===== config.mk =====
export PLATFORM = sky130hd
export DESIGN_NAME = nabp_multi_mapper
export DESIGN_NICKNAME = d
export VERILOG_FILES = /design/src/rtl/nabp_multi_mapper.sv
export SDC_FILE = /design/constraint.sdc
export NUM_CORES = 1
export LEC_CHECK = 0
export CAP_MARGIN = 25
export CORE_MARGIN = 8
export CORE_UTILIZATION = 47
export DETAILED_ROUTE_END_ITERATION = 12
export PLACE_DENSITY = 0.9
export SLEW_MARGIN = 20
export SYNTH_ARGS = -nofsm -noshare
export SYNTH_HDL_FRONTEND = slang
export SYNTH_SLANG_ARGS = --single-unit

===== constraint.sdc =====
create_clock -name clk -period 3.75 [get_ports clk]
set_input_delay 0.75 -clock clk [delete_from_list [all_inputs] [get_ports clk]]
set_output_delay 0.75 -clock clk [all_outputs]
set_load 0.01 [all_outputs]

===== src/rtl/nabp_multi_mapper.sv =====
// Multi-channel projection mapper: CHANNELS lockstep fixed-point accumulators mapped to
// rounded, range-checked line indices. Optional feature macro: NABP_MAPPER_CLAMP_EN.
module nabp_multi_mapper #(
  parameter int CHANNELS  = 4,
  parameter int LINE_SIZE = 256,
  parameter int S_WIDTH   = 9,
  parameter int ACC_INT   = 10,
  parameter int ACC_FRAC  = 8,
  parameter int CNT_WIDTH = 9
) (
  input  logic                                    clk,
  input  logic                                    reset_n,
  input  logic [CHANNELS*(ACC_INT+ACC_FRAC)-1:0]  mp_accu_init,
  input  logic [CHANNELS*(ACC_INT+ACC_FRAC)-1:0]  mp_accu_base,
  input  logic                                    sh_kick,
  input  logic                                    sh_shift_en,
  input  logic                                    sh_done,
  output logic [CHANNELS*S_WIDTH-1:0]             fr_s_val,
  output logic [CHANNELS-1:0]                     fr_in_range,
  output logic                                    fr_valid,
  output logic                                    mp_busy,
  output logic                                    mp_done,
  output logic [CNT_WIDTH-1:0]                    mp_shift_count,
  output logic                                    mp_overrun
);

  localparam int ACC_W = ACC_INT + ACC_FRAC;
  localparam logic [ACC_W:0]   HALF = (ACC_W+1)'(1) << (ACC_FRAC - 1);
  localparam logic [63:0]      MAXV = 64'(LINE_SIZE) << ACC_FRAC;

  typedef enum logic [1:0] {
    ST_IDLE    = 2'd0,
    ST_MAPPING = 2'd1,
    ST_DRAIN   = 2'd2
  } state_t;

  state_t state_q, state_d;

  logic                          rst_sync_q;
  logic [ACC_W-1:0]              accu_q [CHANNELS];
  logic [CHANNELS*S_WIDTH-1:0]   s_q, s_d;
  logic [CHANNELS-1:0]           rng_q, rng_d;
  logic                          valid_q;
  logic [CNT_WIDTH-1:0]          cnt_q;
  logic                          ov_q;
  logic                          start, shift;
  logic [ACC_W:0]                r;

  // Assertion is asynchronous; release is retimed so the first active edge is one edge later.
  always_ff @(posedge clk or negedge reset_n) begin
    if (!reset_n) rst_sync_q <= 1'b0;
    else          rst_sync_q <= 1'b1;
  end

  always_ff @(posedge clk or negedge rst_sync_q) begin
    if (!rst_sync_q) state_q <= ST_IDLE;
    else             state_q <= state_d;
  end

  always_comb begin
    state_d = state_q;
    start   = 1'b0;
    shift   = 1'b0;
    mp_busy = 1'b0;
    mp_done = 1'b0;
    unique case (state_q)
      ST_IDLE: begin
        start = sh_kick;
        if (sh_kick) state_d = ST_MAPPING;
      end
      ST_MAPPING: begin
        mp_busy = 1'b1;
        shift   = sh_shift_en;
        if (sh_done) state_d = ST_DRAIN;
      end
      ST_DRAIN: begin
        mp_busy = 1'b1;
        mp_done = 1'b1;
        state_d = ST_IDLE;
      end
      default: state_d = ST_IDLE;
    endcase
  end

  // Rounding add is one bit wider than the accumulator so the sign survives overflow.
  always_comb begin
    s_d   = '0;
    rng_d = '0;
    r     = '0;
    for (int unsigned c = 0; c < CHANNELS; c++) begin
      r = {accu_q[c][ACC_W-1], accu_q[c]} + HALF;
      if (r[ACC_W]) begin
        s_d[c*S_WIDTH +: S_WIDTH] = '0;
      end else if (64'(r[ACC_W-1:0]) >= MAXV) begin
`ifdef NABP_MAPPER_CLAMP_EN
        s_d[c*S_WIDTH +: S_WIDTH] = S_WIDTH'(LINE_SIZE - 1);
`else
        s_d[c*S_WIDTH +: S_WIDTH] = '0;
`endif
      end else begin
        s_d[c*S_WIDTH +: S_WIDTH] = r[ACC_FRAC +: S_WIDTH];
        rng_d[c]                  = 1'b1;
      end
    end
  end

  always_ff @(posedge clk or negedge rst_sync_q) begin
    if (!rst_sync_q) begin
      for (int unsigned c = 0; c < CHANNELS; c++) accu_q[c] <= '0;
      s_q     <= '0;
      rng_q   <= '0;
      valid_q <= 1'b0;
      cnt_q   <= '0;
      ov_q    <= 1'b0;
    end else begin
      valid_q <= shift;
      if (start) begin
        for (int unsigned c = 0; c < CHANNELS; c++)
          accu_q[c] <= mp_accu_init[c*ACC_W +: ACC_W];
        cnt_q <= '0;
        ov_q  <= 1'b0;
      end else if (shift) begin
        for (int unsigned c = 0; c < CHANNELS; c++)
          accu_q[c] <= accu_q[c] + mp_accu_base[c*ACC_W +: ACC_W];
        s_q   <= s_d;
        rng_q <= rng_d;
        if (cnt_q != '1) cnt_q <= cnt_q + 1'b1;
        if (cnt_q == CNT_WIDTH'(LINE_SIZE)) ov_q <= 1'b1;
      end
    end
  end

  assign fr_s_val       = s_q;
  assign fr_in_range    = rng_q;
  assign fr_valid       = valid_q;
  assign mp_shift_count = cnt_q;
  assign mp_overrun     = ov_q;

endmodule


==> results of run 1 <==
[sequential cells by signal, summed over array words and instances (netlist names)]
register	flops
accu_q	72
mp_overrun	1
fr_s_val	36
fr_valid	1
state_q	2
rst_sync_q	1
fr_in_range	4
mp_shift_count	9
[synthesized netlist by cell type, types with 12 or more instances]
cell type  instances  area share [%]
o21ai_0           87             4.9
a211oi_1          16             1.3
nand3_1           25             1.4
xor2_1            35             3.4
ha_1              80              11
a21o_1            21             1.8
o21ai_1           26             1.5
nor2_1            95             4.0
and3_1            24             1.7
nand2_1          138             5.8
clkbuf_1          28             1.2
a31oi_1           14            0.98
nand4_1           13            0.91
a21oi_1           93             5.2
dfrtp_1          126              35
xnor2_1           52             5.1
inv_1             34             1.4
nand2b_1          12            0.84
a22oi_1           21             1.8
[critical path: cells and delay by family]
| kind | cells | cell delay (ns) |
|---|---|---|
| muxes | 1 | 0.21 |
| buffers and inverters | 2 | 0.52 |
| adders and majority gates | 2 | 0.54 |
| AOI/OAI and AO/OA | 6 | 1.25 |
| and+or+nand+nor | 2 | 0.35 |
[cells in the final DEF, fill, tap and decap left out, types with 5 or more instances in the layout]
master           instances
xor2_1                  35
nand4_1                 13
nand3_1                 25
inv_1                   34
nor2_1                  94
nor2b_1                  8
dfrtp_1                125
buf_4                   11
nand2_1                136
a211oi_1                16
a21oi_1                 93
a31oi_1                 14
a21o_1                  21
nor4_1                   5
o21a_1                   5
nor3_1                  11
o21ai_0                 87
clkbuf_16               17
xnor2_1                 52
o21ai_1                 26
and3_1                  24
clkdlybuf4s50_1        201
a22oi_1                 21
nand2b_1                12
ha_1                    80
[report_power, final]
part / switching, W / total [W] / internal, W
sequential: 0.000544 / 0.00247 / 0.00193
clock: 0.000657 / 0.00181 / 0.00115
combinational: 0.00270 / 0.00503 / 0.00233
total: 0.00391 / 0.00932 / 0.00541
[per-stage QoR]
| step | total power (W) | hold WS (ns) | setup WS (ns) | instances | util [%] |
|---|---|---|---|---|---|
| 2_1_floorplan | 0.00602 | 0.454 | 0.774 | 1049 | - |
| 3_3_place_gp | 0.00721 | 0.458 | 0.140 | 1458 | 59.9 |
| 3_5_place_dp | 0.00744 | 0.374 | 0.0751 | 1460 | 60.1 |
| 4_1_cts | 0.00932 | 0.380 | 0.478 | 1492 | 63.5 |
| 5_1_grt | 0.0101 | 0.411 | 0.240 | 1493 | 63.5 |
| 6_report | 0.00932 | 0.353 | 0.458 | 1493 | 63.5 |
[worst paths after layout]
path                                  endpoint  slack, ns
worst max-delay path                accu_q[16]       0.46
worst min-delay path            fr_in_range[0]       0.35
worst max register to register      accu_q[16]       0.90
worst min register to register  fr_in_range[0]       0.35
max in group asynchronous           accu_q[26]       2.49
min in group clk                fr_in_range[2]       0.47
[layout make-up]
type                    count  share of cell area (%)
clock inverters            13                    1.57
multi-input cells         853                    46.4
repair buffers            214                    18.0
flip-flops and latches    126                    26.6
inverters                  34                    1.08
clock buffers              19                    3.82
well taps                 234                    2.47
[cell families (layout without fill, tap and decap cells)]
logic type	count (synthesis)	after routing	synth area share, %
multiplexers	4	4	0.477
XOR/XNOR	87	87	8.55
flip-flops	126	126	35.4
other	1	1	0.0421
adder cells (fa/ha/maj)	84	84	12.1
buffers and inverters	70	280	3.07
AND/OR/NAND/NOR	354	354	18.2
AO/OA/AOI/OAI	323	323	22.2
[layer usage]
metal	vias up	GRT usage, %	routed length [um]	share of wire (%)
met5	-	0	27	0.10
met4	4	7.28	533	2.0
met3	44	4.79	1580	6.0
met2	289	39.4	13200	51
met1	4083	25.9	10700	41
li1	4121	-	-	-
==> metrics.csv, run 1 <==
stage;metric;value;unit
outcome;status;completed;
finish;nets;1479;
yosys;Net Count, Synth;1282;
detailed_routing;Detailed Route Iter0 Violations;443;
setup_path;critical path class;in -> reg;
clock_tree;H-tree level count;4;
die;Die ar.;23600;um2
placed_design;placed wire-length estimate;19700;um
yosys;number of synthesized flops with an enable pin;0;
sta;Peak Freq;304;MHz
setup_path;critical path cell sequence;clkdlybuf4s50_1 -> ha_1 -> inv_1 -> fa_1 -> and2b_1 -> o2111ai_1 -> a41o_1 -> a21boi_2 -> a41o_1 -> nand4_1 -> a21boi_1 -> mux2i_1 -> a2bb2oi_1;
setup_path;worst setup path startpoint;mp_accu_base[54];
die;I/O pin count;202;
clock_tree;clk root buf;clkbuf_16;
finish;sequential cell area;3160;um2
finish;layout cells sized above 1;5.16;%
yosys;Avg Cell Area, Syn;8.50;um2
clock_tree;Inserted Clock Buffers;17;
sta;Tcrit/Tclk final;87.8;%
power_and_ir_drop;Leak Pwr;5.18;nW
placed_design;GPL Wtd Cong;0.891;
setup_path;CP endpoint kind;flop;
yosys;sequential share of the synthesized area;35.4;%
detailed_routing;DR pass1 iterations;5;
die;Core ar.;18600;um2
global_routing;initial antenna violation count;2;
placed_design;IO buf count;201;
global_routing;grt ovf;0;
detailed_routing;via count;8541;
detailed_routing;Avg WL per Cell;17.5;um
sta;Least-Margin Pin Slew;0.757;ns
yosys;main flop type after synthesis;dfrtp_1;
placed_design;DP Area;11200;um2
global_routing;gr usage total;22.1;%
yosys;synthesized flop and latch total;126;
clock_tree;clock sinks;126;
setup_path;worst reg-to-reg path cell count;12;
sta;Final Hold Vio Count;0;
global_routing;pin count of the biggest net entering global routing;69;
yosys;Warnings, synthesis;0;
clock_tree;setup bufs post-CTS;0;
power_and_ir_drop;Pwr per Cell Area;787;nW/um2
setup_path;CP Data Arrival Time;3.63;ns
yosys;Post-synth ARST share;100;%
setup_path;largest stage delay on the critical path;0.46;ns
detailed_routing;Detailed Route WL;26100;um
setup_path;most frequent CP cell;a41o_1;
sta;setup tns final;0;ns
power_and_ir_drop;Max VDD drop;0.344;mV
clock_tree;Reg clk slew, reported paths;0.06;ns
sta;RSZ-0062 raised after global routing;false;
clock_tree;post-cts sizing count;0;
detailed_routing;Via density;5.72;
finish;ant diodes;0;
sta;Relative slew margins;49.5;%
finish;final instance area;11800;um2
clock_tree;hold_buf cts;0;
setup_path;Critical Path RT;4.09;ns
clock_tree;CTS tree;yes;
clock_tree;clk_lat worst skew;0.42;ns
sta;Max Slew Vio Count;0;
clock_tree;Longest Clk Path Bufs;2;
detailed_routing;# DRC;0;
die;Horiz. Die Dim;154;um
die;Starting Density;47.8;%
sta;Tmin final;3.29;ns
setup_path;critical path peak fanout;3;
die;num rows;50;
die;die height;154;um
finish;area of the multi-input gates;5500;um2
yosys;Post-Synthesis Cell Area;8910;um2
setup_path;worst reg2reg startpoint;accu_q[0];
yosys;synthesized instance count;1049;
yosys;post-synth cell types;68;
finish;fillers;1521;
worst_hold_path;worst hold path class;reg -> async;
setup_path;slowest cell on the critical path;clkdlybuf4s50_1;
sta;Worst Skew;0.00861;ns
setup_path;Worst Setup Start Kind;input port;
global_routing;vias in the first global route;8738;
global_routing;global-route wire length before repair;42900;um
flow_run;max_cap viols;0;
sta;Finish-stage setup viols;0;
finish;Synth-to-Final Area Change;32.9;%
detailed_routing;Final ANT Viol Nets;0;
No activity file was read; power rests on OpenSTA's default activity.
==> inputs of run 2 (changes only) <==
- GPL_TIMING_DRIVEN: default -> 1
==> results of run 2 <==
No change in the layout: final DEF, timing and power equal those of run 1.
==> inputs of run 3 (changes only) <==
- PLACE_DENSITY: 0.9 -> 0.78
- REMOVE_ABC_BUFFERS: default -> 1
- SLEW_MARGIN: 20 -> default
==> metrics.csv, run 3 (synthesis gave the netlist of run 1 again) <==
stage;metric;value;unit;change
outcome;status;completed;;unchanged
placed_design;placed wire-length estimate;18800;um;was 19700 um
power_and_ir_drop;Comb pwr share;54.7;%;was 54.0%
placed_design;IO buf count;201;;unchanged
detailed_routing;Via density;5.61;;was 5.72
power_and_ir_drop;Flop pwr share;27.6;%;was 26.6%
detailed_routing;# DRC;0;;unchanged
sta;Max Slew Vio Count;0;;unchanged
power_and_ir_drop;Pwr per Cell Area;771;nW/um2;was 787 nW/um2
die;Core ar.;18600;um2;unchanged
global_routing;initial antenna violation count;4;;was 2
power_and_ir_drop;Leak Pwr;5.12;nW;was 5.18 nW
finish;non-filler instance count after layout;1495;;was 1493
finish;layout cells sized above 1;5.01;%;was 5.16%
detailed_routing;DR pass1 iterations;5;;unchanged
finish;most frequent cells in the layout;201 x clkdlybuf4s50_1, 136 x nand2_1, 125 x dfrtp_1;;unchanged
power_and_ir_drop;Internal;0.00518;W;was 0.00541 W
sta;Relative slew margins;46.5;%;was 49.5%
global_routing;global-route wire length before repair;41600;um;was 42900 um
placed_design;GPL Wtd Cong;0.908;;was 0.891
power_and_ir_drop;P_sw;0.00390;W;was 0.00391 W
global_routing;gr usage total;21.5;%;was 22.1%
clock_tree;H-tree level count;4;;unchanged
setup_path;critical path peak fanout;3;;unchanged
sta;Peak Freq;301;MHz;was 304 MHz
sta;Finish-stage setup viols;0;;unchanged
clock_tree;clk_lat worst skew;0.43;ns;was 0.42 ns
flow_run;max_cap viols;0;;unchanged
clock_tree;Inserted Clock Buffers;17;;unchanged
sta;Worst Skew;0.00984;ns;was 0.00861 ns
finish;Largest register FFs;72;;unchanged
placed_design;Post-Place Cells;1459;;was 1460
setup_path;Worst Setup Start Kind;input port;;unchanged
setup_path;Reg2Reg Setup Slack;0.87;ns;was 0.90 ns
clock_tree;post-cts sizing count;0;;unchanged
die;num rows;50;;unchanged
setup_path;critical path class;in -> reg;;unchanged
worst_hold_path;worst hold path class;reg -> async;;unchanged
die;I/O pin count;202;;unchanged
sta;RSZ-0062 raised after global routing;false;;unchanged
setup_path;worst reg-to-reg path cell count;12;;unchanged
global_routing;vias in the first global route;8440;;was 8738
clock_tree;hold_buf cts;0;;unchanged
finish;most common cell after layout, fill and taps aside;clkdlybuf4s50_1;;unchanged
die;Die ar.;23600;um2;unchanged
power_and_ir_drop;Clk network pwr share;17.6;%;was 19.4%
die;Starting Density;47.8;%;unchanged
global_routing;pin count of the biggest net entering global routing;71;;was 69
detailed_routing;Avg WL per Cell;17.0;um;was 17.5 um
sta;Final Hold Vio Count;0;;unchanged
power_and_ir_drop;Max VDD drop;0.351;mV;was 0.344 mV
die;Horiz. Die Dim;154;um;unchanged
clock_tree;setup bufs post-CTS;0;;unchanged
clock_tree;CTS tree;yes;;unchanged
clock_tree;Longest Clk Path Bufs;2;;unchanged
sta;Least-Margin Pin Slew;0.802;ns;was 0.757 ns
detailed_routing;Detailed Route Iter0 Violations;359;;was 443
clock_tree;clock sinks;126;;unchanged
detailed_routing;Detailed Route WL;25400;um;was 26100 um
placed_design;DP Area;11200;um2;about the same
finish;nets;1477;;was 1479
finish;Synth-to-Final Area Change;32.1;%;was 32.9%
sta;Min Hold Slack;0.400;ns;was 0.353 ns
global_routing;grt ovf;0;;unchanged
setup_path;end of the critical path;accu_q[16];;unchanged
sta;Tmin final;3.33;ns;was 3.29 ns
finish;top register by number of flip-flops;accu_q;;unchanged
clock_tree;Reg clk slew, reported paths;0.06;ns;about the same
finish;final instance area;11800;um2;about the same
power_and_ir_drop;Switching Fraction;43.0;%;was 41.9%
setup_path;worst reg2reg startpoint;accu_q[0];;unchanged
detailed_routing;Final ANT Viol Nets;0;;unchanged
setup_path;CP endpoint kind;flop;;unchanged
finish;fin util;63.1;%;was 63.5%
die;die height;154;um;unchanged
setup_path;CP Data Arrival Time;3.68;ns;was 3.63 ns
clock_tree;clk root buf;clkbuf_16;;unchanged
power_and_ir_drop;Tot Pwr;0.00908;W;was 0.00932 W
setup_path;worst setup path startpoint;mp_accu_base[54];;unchanged
sta;Tcrit/Tclk final;88.7;%;was 87.8%
setup_path;R2R Path End;accu_q[16];;unchanged
setup_path;Critical Path RT;4.10;ns;was 4.09 ns
detailed_routing;via count;8381;;was 8541
-- run 3: how the worst min path moves through the flow --
stage / to / slack, ns
floorplan: rst_sync_q / 0.45
detailed placement: accu_q[62] / 0.44
CTS: rst_sync_q / 0.44
global placement: accu_q[62] / 0.44
finish: accu_q[62] / 0.40
global route: rst_sync_q / 0.44
-- run 3: area by class of cell --
class	count	area, um2
multi-input combinational	853	5500
fill	1585	6870
clock inverter	15	141
timing repair buffer	212	2110
tap	234	293
inverter	34	128
antenna	4	10.0
sequential	126	3160
clock buffer	17	425
-- run 3: power groups by stage --
stage	combinational, W	clock (W)	sequential [W]
after detailed placement	0.00491	0	0.00251
after CTS	0.00497	0.00163	0.00250
after floorplan	0.00351	0	0.00245
after global routing	0.00559	0.00170	0.00259
after global placement	0.00478	0	0.00248
final	0.00497	0.00160	0.00251
-- run 3: layer usage --
layer  wire length [um]  global-route usage (%)  vias to the layer above
li1                   -                       -                     4146
met1              10800                    26.1                     3944
met2              12600                    36.8                      249
met3               1330                    4.18                       42
met4                669                    9.10                        0
met5                  0                       0                        -
-- run 3: per-stage QoR --
stage / setup WS, ns / TNS (ns)
2_1_floorplan: -0.624 / -37.15
3_3_place_gp: 0.107 / 0
3_5_place_dp: 0.0372 / 0
4_1_cts: 0.459 / 0
5_1_grt: 0.175 / 0
6_report: 0.424 / 0
-- run 3: worst max-delay path, stage by stage --
cell             delay (ns)
clkdlybuf4s50_1        0.47
ha_1                   0.18
inv_1                  0.06
fa_1                   0.37
and2b_1                0.23
o2111ai_1              0.15
a41o_1                 0.32
a21boi_2               0.20
a41o_1                 0.28
nand4_1                0.11
a21boi_1               0.19
mux2i_1                0.21
a2bb2oi_1              0.16
